File: src/rtl/sfifo_txthresh_mem.sv
// ============================================================================
// Module  : sfifo_txthresh_mem
// Purpose : Storage array for sfifo_txthresh, with a combinational or
//           registered head-of-FIFO read port.
// Rev     : 1.0
// ============================================================================
`default_nettype none

module sfifo_txthresh_mem #(
  parameter int BW             = 8,
  parameter int LGFLEN         = 4,
  parameter int OPT_ASYNC_READ = 1
) (
  input  logic              i_clk,
  input  logic              i_wr,
  input  logic [LGFLEN-1:0] i_waddr,
  input  logic [BW-1:0]     i_data,
  input  logic [LGFLEN-1:0] i_raddr,
  output logic [BW-1:0]     o_data
);

  localparam int FLEN = 1 << LGFLEN;

  logic [BW-1:0] mem_q [FLEN];

  always_ff @(posedge i_clk) begin
    if (i_wr) begin
      mem_q[i_waddr] <= i_data;
    end
  end

  generate
    if (OPT_ASYNC_READ != 0) begin : g_async
      assign o_data = mem_q[i_raddr];
    end else begin : g_sync
      logic [BW-1:0] rdata_q;

      // i_raddr is the next head address; a write landing there this cycle
      // must be forwarded because the array only updates at the same edge.
      always_ff @(posedge i_clk) begin
        if (i_wr && (i_waddr == i_raddr)) begin
          rdata_q <= i_data;
        end else begin
          rdata_q <= mem_q[i_raddr];
        end
      end

      assign o_data = rdata_q;
    end
  endgenerate

endmodule

`default_nettype wire

File: src/rtl/sfifo_txthresh.sv
// ============================================================================
// Module  : sfifo_txthresh
// Purpose : Synchronous FIFO with registered fill status and a free-space
//           watermark interrupt. Define SFIFO_TXTHRESH_STICKY_EN to make the
//           interrupt hold until acknowledged through i_int_ack.
// Rev     : 1.0
// ============================================================================
`default_nettype none

module sfifo_txthresh #(
  parameter int BW             = 8,
  parameter int LGFLEN         = 4,
  parameter int OPT_ASYNC_READ = 1
) (
  input  logic              i_clk,
  input  logic              i_reset,
  input  logic              i_wr,
  input  logic [BW-1:0]     i_data,
  output logic              o_full,
  output logic [LGFLEN:0]   o_space,
  input  logic              i_rd,
  output logic [BW-1:0]     o_data,
  output logic              o_empty,
  input  logic [LGFLEN:0]   i_threshold,
  input  logic              i_int_ack,
  output logic              o_int
);

  localparam int FLEN = 1 << LGFLEN;
  localparam int PW   = LGFLEN + 1;

  logic          w_wr, w_rd, w_cond;
  logic [PW-1:0] wr_ptr_q, wr_ptr_d;
  logic [PW-1:0] rd_ptr_q, rd_ptr_d;
  logic [PW-1:0] space_q, space_d;
  logic          full_q, full_d;
  logic          empty_q, empty_d;
  logic          int_q, int_d;
  logic [LGFLEN-1:0] w_raddr;

  assign w_wr = i_wr && !full_q;
  assign w_rd = i_rd && !empty_q;

  always_comb begin
    wr_ptr_d = wr_ptr_q + PW'(w_wr);
    rd_ptr_d = rd_ptr_q + PW'(w_rd);
    full_d   = (wr_ptr_d[LGFLEN] != rd_ptr_d[LGFLEN])
            && (wr_ptr_d[LGFLEN-1:0] == rd_ptr_d[LGFLEN-1:0]);
    empty_d  = (wr_ptr_d == rd_ptr_d);
    case ({w_wr, w_rd})
      2'b10:   space_d = space_q - PW'(1);
      2'b01:   space_d = space_q + PW'(1);
      default: space_d = space_q;
    endcase
  end

  // One extra bit so thresholds above FLEN are simply never reached.
  assign w_cond = ({1'b0, space_d} >= {1'b0, i_threshold});

`ifdef SFIFO_TXTHRESH_STICKY_EN
  assign int_d = w_cond || (int_q && !i_int_ack);
`else
  logic unused_int_ack;
  assign unused_int_ack = i_int_ack;
  assign int_d = w_cond;
`endif

  always_ff @(posedge i_clk) begin
    if (i_reset) begin
      wr_ptr_q <= '0;
      rd_ptr_q <= '0;
      space_q  <= PW'(FLEN);
      full_q   <= 1'b0;
      empty_q  <= 1'b1;
      int_q    <= 1'b0;
    end else begin
      wr_ptr_q <= wr_ptr_d;
      rd_ptr_q <= rd_ptr_d;
      space_q  <= space_d;
      full_q   <= full_d;
      empty_q  <= empty_d;
      int_q    <= int_d;
    end
  end

  // A registered read port must be pointed at the head of the next cycle.
  assign w_raddr = (OPT_ASYNC_READ != 0) ? rd_ptr_q[LGFLEN-1:0]
                                         : rd_ptr_d[LGFLEN-1:0];

  sfifo_txthresh_mem #(
    .BW             (BW),
    .LGFLEN         (LGFLEN),
    .OPT_ASYNC_READ (OPT_ASYNC_READ)
  ) u_mem (
    .i_clk   (i_clk),
    .i_wr    (w_wr),
    .i_waddr (wr_ptr_q[LGFLEN-1:0]),
    .i_data  (i_data),
    .i_raddr (w_raddr),
    .o_data  (o_data)
  );

  assign o_full  = full_q;
  assign o_empty = empty_q;
  assign o_space = space_q;
  assign o_int   = int_q;

endmodule

`default_nettype wire

File: config.mk
export PLATFORM = sky130hd
export DESIGN_NAME = sfifo_txthresh
export DESIGN_NICKNAME = d
export VERILOG_FILES = /design/src/rtl/sfifo_txthresh_mem.sv /design/src/rtl/sfifo_txthresh.sv
export SDC_FILE = /design/constraint.sdc
export NUM_CORES = 1
export LEC_CHECK = 0
export CELL_PAD_IN_SITES_DETAIL_PLACEMENT = 2
export CELL_PAD_IN_SITES_GLOBAL_PLACEMENT = 2
export CORE_MARGIN = 5
export CORE_UTILIZATION = 46
export DETAILED_ROUTE_END_ITERATION = 10
export PLACE_DENSITY = 0.86
export SLEW_MARGIN = 20
export SYNTH_ARGS = -nofsm -noshare
export SYNTH_HDL_FRONTEND = slang
export SYNTH_SLANG_ARGS = --single-unit
File: constraint.sdc
create_clock -name i_clk -period 2.9 [get_ports i_clk]
set_input_delay 0.29 -clock i_clk [delete_from_list [all_inputs] [get_ports i_clk]]
set_output_delay 0.29 -clock i_clk [all_outputs]
set_load 0.02 [all_outputs]
==> flow_summary.yaml, run 1 <==
floorplan:
  core_area_um2: 12700
  rows: 41
  dieHeight_um: 124
  io_pins: 34
  dieArea_um2: 15400
  fp.dieW_um: 124
  start_util_pct: 47.1
hold_path:
  hold_depth: 2
  min_path_type: "reg -> reg"
  hp-start: "wr_ptr_q[4]"
  min_to: "wr_ptr_q[4]"
cts:
  numCtsBuffers: 17
  post-cts-setup-buffer-count: 0
  cts_hold_buf: 0
  cts-root-buf: "clkbuf_16"
  cts.path.max_buffers: 2
  clk_pin_slew_worst_paths_ns: 0.06
  cts-resized-gates: 8
  cts_tree: "done"
  cts_num_sinks: 146
  h-tree-depth: 4
  clkLatencyLatePin_ns: 0.42
yosys:
  synth_fp_nets: 338
  synthFlopType: "edfxtp_1"
  ys_seq_elements: 146
  synthArstFlopShare_pct: 0
  yosys_warnings: 0
  postSynthAreaPerCell_um2: 19.6
  ys_seq_area_share_pct: 70.1
  syn-cell-area_um2: 5990
  syn_inst: 306
  ys_types: 31
  synth_edf_count: 128
cells_and_area:
  fill_cells: 1074
  antenna_cells: 0
  multi_input_area_um2: 1670
  layout-drive-gt1-share_pct: 19.5
  nets: 408
  syn_to_final_growth_pct: 22.2
  layout_commonest_cell: "edfxtp_1"
  layout_common_cells: "128 x edfxtp_1, 28 x buf_4, 24 x mux4_1, 24 x nor2_1, 24 x clkdlybuf4s50_1"
  seqCellArea_um2: 4210
detailed_routing:
  post_drt_wl_per_cell_um: 31.8
  route.detailed.drc: 0
  route.vias.total: 3341
  vias_per_cell: 5.96
  dr.pass1.iters: 4
  dr.first_iter.drc_count: 446
  wirelength_um: 17800
  detail-route-antenna-nets: 0
timing:
  slew_headroom_pct: 49.4
  hold_viol: 0
  worst_pin_slew_ns: 0.756
  report.final.setup_viol: 0
  finalWorstSetupSlack_ns: 0.0857
  period_share_pct: 97.0
  finalMaxSlewViolations: 0
  finalCriticalPeriod_ns: 2.81
  rsz0062_at_grt: "false"
  whs_ns: 0.592
  clock_skew_ns: 0.00841
  max_freq_mhz: 355
setup_path:
  cpPeakStageDelay_ns: 0.64
  worst_ep_required_time_ns: 2.61
  start_kind: "flip-flop"
  critPathArrivalTime_ns: 2.52
  r2r_slack_ns: 0.19
  r2r_cells: 12
  cp_slowest_cell: "mux4_1"
  regToRegStartpoint: "o_full"
  path_cells: "buf_12 -> mux4_1 -> mux4_2 -> dlygate4sd2_1"
  end_kind: "output pin"
  path_max_fanout: 16
  critPathLaunch: "rd_ptr_q[0]"
  worstSetupPathType: "reg -> out"
  r2r_end: "o_int"
grt:
  grt.total_usage_pct: 25.1
  grt_pass1_wl_um: 25900
  grt_start_max_net_pins: 35
  grt_overflow: 0
  grt_pass1_vias: 3629
  grt_antenna_before_repair: 0
power_and_ir_drop:
  powerDensity_nw_per_um2: 774
  p_leak_nw: 2.52
  ir_drop_mv: 0.409
  power_w: 0.00567
place:
  preCtsSetupSlack_ns: -0.287
  place_congestion: 0.749
  port_buffers: 32
  hpwl_um: 11200
job:
  maxCapViolCount: 0
run_status:
  run_status: "finished, final reports clean"
[per-layer routing]
metal / vias to the layer above / GRT usage [%] / share of wire [%]
met5: - / 0 / 0
met4: 0 / 13.6 / 4.8
met3: 55 / 5.09 / 5.0
met2: 156 / 41.8 / 51
met1: 1756 / 31.0 / 40
li1: 1374 / - / -
[where the power goes]
group	switching, W	internal, W	total (W)	leakage [nW]
Sequential	0.0000596	0.00235	0.00241	1.30
Clock	0.000850	0.00151	0.00236	0.305
Combinational	0.000456	0.000443	0.000900	0.910
[final cells by class]
cell class | count | area share (%)
inverters | 9 | 0.461
multi-input cells | 139 | 22.8
clock buffers | 18 | 5.86
clock inverters | 14 | 2.63
repair buffers | 63 | 7.92
flip-flops and latches | 146 | 57.4
well taps | 172 | 2.94
[kinds of logic after synthesis]
family | Yosys count | share of synthesized area [%]
adders and majority gates | 14 | 3.05
DFF | 146 | 70.1
muxes | 42 | 16.9
and+or+nand+nor | 57 | 4.59
AOI/OAI and AO/OA | 11 | 1.04
buffers and inverters | 21 | 2.13
xor gates and xnor gates | 15 | 2.19
[synth_stat cells, types with 3 or more instances]
library cell | count | area [um^2]
nor2b_1 | 8 | 50.1
nand2b_1 | 4 | 25.0
mux4_1 | 24 | 631
nand2_1 | 4 | 15.0
ha_1 | 13 | 163
nand3_1 | 5 | 25.0
dfxtp_1 | 18 | 360
nor2_1 | 24 | 90.1
mux4_2 | 16 | 360
xnor2_1 | 7 | 61.3
clkbuf_1 | 6 | 22.5
o21ai_0 | 3 | 15.0
a21oi_1 | 4 | 20.0
nor3_1 | 5 | 25.0
xor2_1 | 8 | 70.1
edfxtp_1 | 128 | 3840
and2_1 | 3 | 18.8
inv_1 | 9 | 33.8
[worst max-delay path by stage]
stage	to	slack, ns	depth (start not counted)
finish	o_data[1]	0.09	4
global route	o_data[1]	0.03	4
CTS	o_int	0.05	13
detailed placement	o_int	-0.29	13
global placement	o_int	-0.11	13
floorplan	o_int	0.23	12
[stage by stage]
stage / TNS [ns] / util (%) / cell area, um^2 / cells
4_1_cts: 0 / 57.5 / 7320 / 561
5_1_grt: 0 / 57.6 / 7330 / 561
3_3_place_gp: -0.107 / 52.7 / 6710 / 529
2_1_floorplan: 0 / - / 5990 / 306
6_report: 0 / 57.6 / 7330 / 561
3_5_place_dp: -0.287 / 52.7 / 6710 / 529
[registers in the layout, indices dropped and copies added (netlist names)]
name	count
u_mem.mem_q	128
o_space	5
rd_ptr_q	5
wr_ptr_q	5
o_empty	1
o_full	1
o_int	1
[worst max-delay path: cells and delay by family (launching register included)]
family                 cells  cell delay, ns
buffers and inverters      2            0.56
flip-flops                 1            0.40
multiplexers               2            1.14
(Power assumes the default switching activity.)
==> run 2, diff against run 1 <==
==> constraint.sdc (replaced) <==
create_clock -name i_clk -period 2.9 [get_ports i_clk]
set_input_delay 0.29 -clock i_clk [delete_from_list [all_inputs] [get_ports i_clk]]
set_output_delay 0.29 -clock i_clk [all_outputs]
set_load 0.01 [all_outputs]
==> flow_summary.yaml, run 2 (synthesized netlist as in run 1, its figures left out) <==
cts:
  clkLatencyLatePin_ns: 0.43
  cts_num_sinks: 146
  cts-root-buf: "clkbuf_16"
  cts.path.max_buffers: 2
  post-cts-setup-buffer-count: 0
  cts_tree: "done"
  h-tree-depth: 4
  numCtsBuffers: 17
  clk_pin_slew_worst_paths_ns: 0.06
  cts_hold_buf: 0
cells_and_area:
  fill_cells: 1121
  syn_to_final_growth_pct: 22.3
  layout-drive-gt1-share_pct: 20.4
  layout_commonest_cell: "edfxtp_1"
  regMostFlops: "u_mem.mem_q"
  antenna_cells: 0
  largest_reg_flops: 128
  layout_common_cells: "128 x edfxtp_1, 31 x buf_4, 24 x nor2_1, 24 x clkdlybuf4s50_1, 23 x mux4_1"
  nets: 411
detailed_routing:
  top_layer_used: "met4"
  dr.first_iter.drc_count: 335
  dr.pass1.iters: 5
  wl_met1_um: 6860
  vias_per_cell: 5.79
  route.vias.total: 3268
  detail-route-antenna-nets: 0
  dr_wl_met2_um: 9120
  dr_wl_met3_um: 822
  wirelength_um: 17100
  post_drt_wl_per_cell_um: 30.3
  route.detailed.drc: 0
setup_path:
  cp_slowest_cell: "mux4_1"
  path_cells: "bufbuf_16 -> mux4_1 -> mux4_2 -> dlygate4sd2_1"
  critPathArrivalTime_ns: 2.54
  cpPeakStageDelay_ns: 0.57
  worst_ep_required_time_ns: 2.61
  path_max_fanout: 13
  worstSetupPathType: "reg -> out"
  r2r_slack_ns: 0.16
  end_kind: "output pin"
  r2r_cells: 12
  start_kind: "flip-flop"
timing:
  finalCriticalPeriod_ns: 2.83
  max_freq_mhz: 353
  slew_headroom_pct: 50.2
  rsz0062_at_grt: "false"
  worst_pin_slew_ns: 0.745
  period_share_pct: 97.6
  finalWorstSetupSlack_ns: 0.0709
  clock_skew_ns: 0.0177
  hold_viol: 0
  report.final.setup_viol: 0
  whs_ns: 0.576
  finalMaxSlewViolations: 0
power_and_ir_drop:
  ir_drop_mv: 0.532
  power_frac_clock_pct: 40.2
  power.switching_w: 0.00130
  swShare_pct: 23.6
  powerDensity_nw_per_um2: 754
  power_w: 0.00553
  p_int_w: 0.00422
  p_leak_nw: 2.52
  power_frac_seq_pct: 43.7
  p_comb_share_pct: 16.1
hold_path:
  hold_depth: 2
  min_path_type: "reg -> reg"
grt:
  grt_antenna_before_repair: 0
  grt_pass1_wl_um: 25300
  grt_pass1_vias: 3609
  grt.total_usage_pct: 24.6
  grt_start_max_net_pins: 33
  grt_overflow: 0
floorplan:
  core_area_um2: 12700
  start_util_pct: 47.1
  rows: 41
  fp.dieW_um: 124
  io_pins: 34
  dieArea_um2: 15400
  dieHeight_um: 124
job:
  maxCapViolCount: 0
place:
  preCtsSetupSlack_ns: -0.286
  port_buffers: 32
  hpwl_um: 10400
  place_congestion: 0.783
run_status:
  run_status: "finished, final reports clean"
-- run 2: cell types whose count changed in the layout (fill, tap and decap cells not counted), moves of 2 or more --
cell / delta
clkbuf_8: +3
clkinv_1: -4
bufinv_16: -2
buf_4: +3
clkbuf_1: +5
-- run 2: routing by layer --
| layer | vias to the layer above | GRT usage (%) |
|---|---|---|
| li1 | 1382 | - |
| met1 | 1751 | 30.9 |
| met2 | 116 | 42.3 |
| met3 | 19 | 5.72 |
| met4 | 0 | 8.35 |
| met5 | - | 0 |
-- run 2: layout make-up --
| type | instances | area (um^2) | area share [%] |
|---|---|---|---|
| multi-input cells | 139 | 1670 | 22.7 |
| inverters | 9 | 33.8 | 0.461 |
| clock inverters | 6 | 104 | 1.42 |
| flip-flops and latches | 146 | 4210 | 57.4 |
| clock buffers | 26 | 489 | 6.67 |
| well taps | 172 | 215 | 2.93 |
| repair buffers | 66 | 616 | 8.39 |
-- run 2: through the flow --
step                      util [%]  setup TNS, ns  area [um^2]  instances
final                         57.6              0         7330        564
after global routing          57.6              0         7330        564
after CTS                     57.6              0         7320        564
after detailed placement      52.7         -0.286         6710        531
after global placement        52.7         -0.108         6710        531
after floorplan                  -              0         5990        306
-- run 2: final timing paths --
check	from	to
setup / recovery	rd_ptr_q[0]	o_data[2]
hold / removal	rd_ptr_q[4]	rd_ptr_q[4]
setup reg to reg	o_empty	o_int
hold reg to reg	rd_ptr_q[4]	rd_ptr_q[4]
-- run 2: power groups by stage --
stage                     clock [W]  combinational, W  sequential, W
after floorplan                   0          0.000487        0.00244
after global placement            0          0.000779        0.00244
after detailed placement          0          0.000852        0.00245
after CTS                   0.00227          0.000893        0.00241
after global routing        0.00238          0.000954        0.00242
final                       0.00222          0.000891        0.00241
-- run 2: critical path: cells and delay by family, from the launching register on --
kind / cells / cell delay, ns
multiplexers: 2 / 1.03
buffers and inverters: 2 / 0.64
flip-flops: 1 / 0.42
-- run 2: timing repair --
| action | in CTS | in global routing |
|---|---|---|
| gates resized for setup | 10 | 3 |
| gates cloned | 1 | 0 |
| hold endpoints to repair | 0 | 0 |
| setup endpoints to repair | 8 | 1 |
==> run 3, diff against run 2 <==
--- a/config.mk
+++ b/config.mk
@@ -7,8 +7,10 @@
 export LEC_CHECK = 0
 export CELL_PAD_IN_SITES_DETAIL_PLACEMENT = 2
 export CELL_PAD_IN_SITES_GLOBAL_PLACEMENT = 2
+export CORE_ASPECT_RATIO = 0.7
 export CORE_MARGIN = 5
 export CORE_UTILIZATION = 46
+export CTS_BUF_LIST = sky130_fd_sc_hd__clkbuf_16
 export DETAILED_ROUTE_END_ITERATION = 10
 export PLACE_DENSITY = 0.86
 export SLEW_MARGIN = 20
==> flow_summary.yaml, run 3 (synthesized netlist as in run 1, its figures left out) <==
run_status:
  run_status: "finished, final reports clean"
grt:
  grt_pass1_vias: 3869
  grt_antenna_before_repair: 0
  grt_overflow: 0
  use_met3_pct: 6.35
  grt_pass1_wl_um: 27900
  gr-usage-met1_pct: 32.9
  grt.total_usage_pct: 26.0
  grt_start_max_net_pins: 26
  use_met2_pct: 44.1
  grt-busiest-layer: "met2"
hold_path:
  min_to: "rd_ptr_q[4]"
  min_path_type: "reg -> reg"
  hold_depth: 2
  hp-start: "rd_ptr_q[4]"
cells_and_area:
  syn_to_final_growth_pct: 24.6
  final_util_pct: 59.3
  layout_common_cells: "128 x edfxtp_1, 43 x buf_4, 25 x clkdlybuf4s50_1"
  antenna_cells: 0
  layout-drive-gt1-share_pct: 25.4
  layout_commonest_cell: "edfxtp_1"
  largest_reg_flops: 128
  regMostFlops: "u_mem.mem_q"
  nets: 424
  fill_cells: 1021
  final_cells: 567
detailed_routing:
  post_drt_wl_per_cell_um: 33.8
  route.detailed.drc: 0
  vias_per_cell: 5.95
  detail-route-antenna-nets: 0
  wirelength_um: 19200
  route.vias.total: 3375
  dr.pass1.iters: 5
  dr.first_iter.drc_count: 256
setup_path:
  path_cells: "buf_12 -> buf_4 -> mux4_1 -> mux4_2 -> dlygate4sd2_1"
  r2r_slack_ns: 0.10
  r2r_cells: 12
  cp_slowest_cell: "mux4_1"
  cpPeakStageDelay_ns: 0.60
  regToRegStartpoint: "o_empty"
  r2r_end: "o_int"
  critPathArrivalTime_ns: 2.57
  worst_ep_required_time_ns: 2.61
  end_kind: "output pin"
  start_kind: "flip-flop"
  path_max_fanout: 13
  worstSetupPathType: "reg -> out"
floorplan:
  rows: 34
  start_util_pct: 47.6
  io_pins: 34
  fp.dieW_um: 146
  dieArea_um2: 15500
  core_area_um2: 12600
  dieHeight_um: 106
timing:
  whs_ns: 0.541
  max_freq_mhz: 350
  report.final.setup_viol: 0
  tns_ns: 0
  slew_headroom_pct: 47.2
  finalCriticalPeriod_ns: 2.86
  hold_viol: 0
  finalMaxSlewViolations: 0
  worst_pin_slew_ns: 0.791
  clock_skew_ns: 0.0109
  finalWorstSetupSlack_ns: 0.0441
  period_share_pct: 98.5
power_and_ir_drop:
  power_frac_clock_pct: 40.5
  p_leak_nw: 2.61
  powerDensity_nw_per_um2: 781
  swShare_pct: 26.0
  ir_drop_mv: 0.475
  power_frac_seq_pct: 41.5
  p_comb_share_pct: 18.0
  power.switching_w: 0.00152
  p_int_w: 0.00432
cts:
  cts_tree: "done"
  cts.path.max_buffers: 2
  numCtsBuffers: 17
  cts_hold_buf: 0
  cts-root-buf: "clkbuf_16"
  h-tree-depth: 4
  clkLatencyLatePin_ns: 0.43
  cts_num_sinks: 146
  clk_pin_slew_worst_paths_ns: 0.06
place:
  dp_cells: 521
  port_buffers: 32
  hpwl_um: 11700
  place_congestion: 0.764
  preCtsSetupSlack_ns: -0.382
job:
  maxCapViolCount: 0
==> run 3: cell count changes in the layout (fill, tap and decap cells not counted), sizes merged <==
cell,before,now
buf,33,47
clkinvlp,0,2
inv,9,13
bufbuf,1,0
clkinv,3,5
dlymetal6s2s,0,1
clkbuf,26,17
bufinv,3,4
dlygate4sd2,8,6
clkdlybuf4s50,24,25
==> run 3: repair_timing <==
action	4_1_cts	5_1_grt
endpoints found under the setup margin	9	4
setup buffers	5	8
resized for setup	15	6
pin swaps	2	2
gates cloned	1	0
==> run 3: area by class of cell <==
cell class	instances	area (um^2)	area share, %
clock inverter	15	194	2.60
timing repair buffer	79	726	9.72
multi-input combinational	139	1680	22.5
sequential	146	4210	56.3
tap	162	203	2.71
inverter	9	33.8	0.452
clock buffer	17	425	5.70
==> run 3: power groups by stage <==
stage / logic (W) / registers (W) / clock network, W
2_1_floorplan: 0.000487 / 0.00244 / 0
3_3_place_gp: 0.000784 / 0.00244 / 0
3_5_place_dp: 0.000880 / 0.00245 / 0
4_1_cts: 0.000985 / 0.00242 / 0.00238
5_1_grt: 0.00111 / 0.00242 / 0.00249
6_report: 0.00105 / 0.00242 / 0.00237
==> run 3: worst max path at each step <==
stage | start | to | slack (ns)
2_1_floorplan | o_full | o_int | 0.31
3_3_place_gp | i_rd | o_int | -0.12
3_5_place_dp | i_rd | o_int | -0.38
4_1_cts | rd_ptr_q[0] | o_data[1] | 0.006
5_1_grt | o_full | o_int | -0.04
6_report | rd_ptr_q[0] | o_data[1] | 0.04
==> run 3: worst max-delay path, delay by kind of cell, from the launching register on <==
family / cells / cell delay [ns]
mux: 2 / 1.10
flops: 1 / 0.41
buf+inv: 3 / 0.61
==> run 3: routing by layer <==
layer	vias to the layer above	part of all wire, %
met2	139	52
met3	30	7.9
met1	1799	38
li1	1407	-
met5	-	0
met4	0	2.6
==> run 3: stage by stage <==
step / area (um^2) / total power [W]
6_report: 7470 / 0.00584
5_1_grt: 7470 / 0.00603
4_1_cts: 7380 / 0.00579
3_5_place_dp: 6690 / 0.00333
3_3_place_gp: 6690 / 0.00322
2_1_floorplan: 5990 / 0.00293
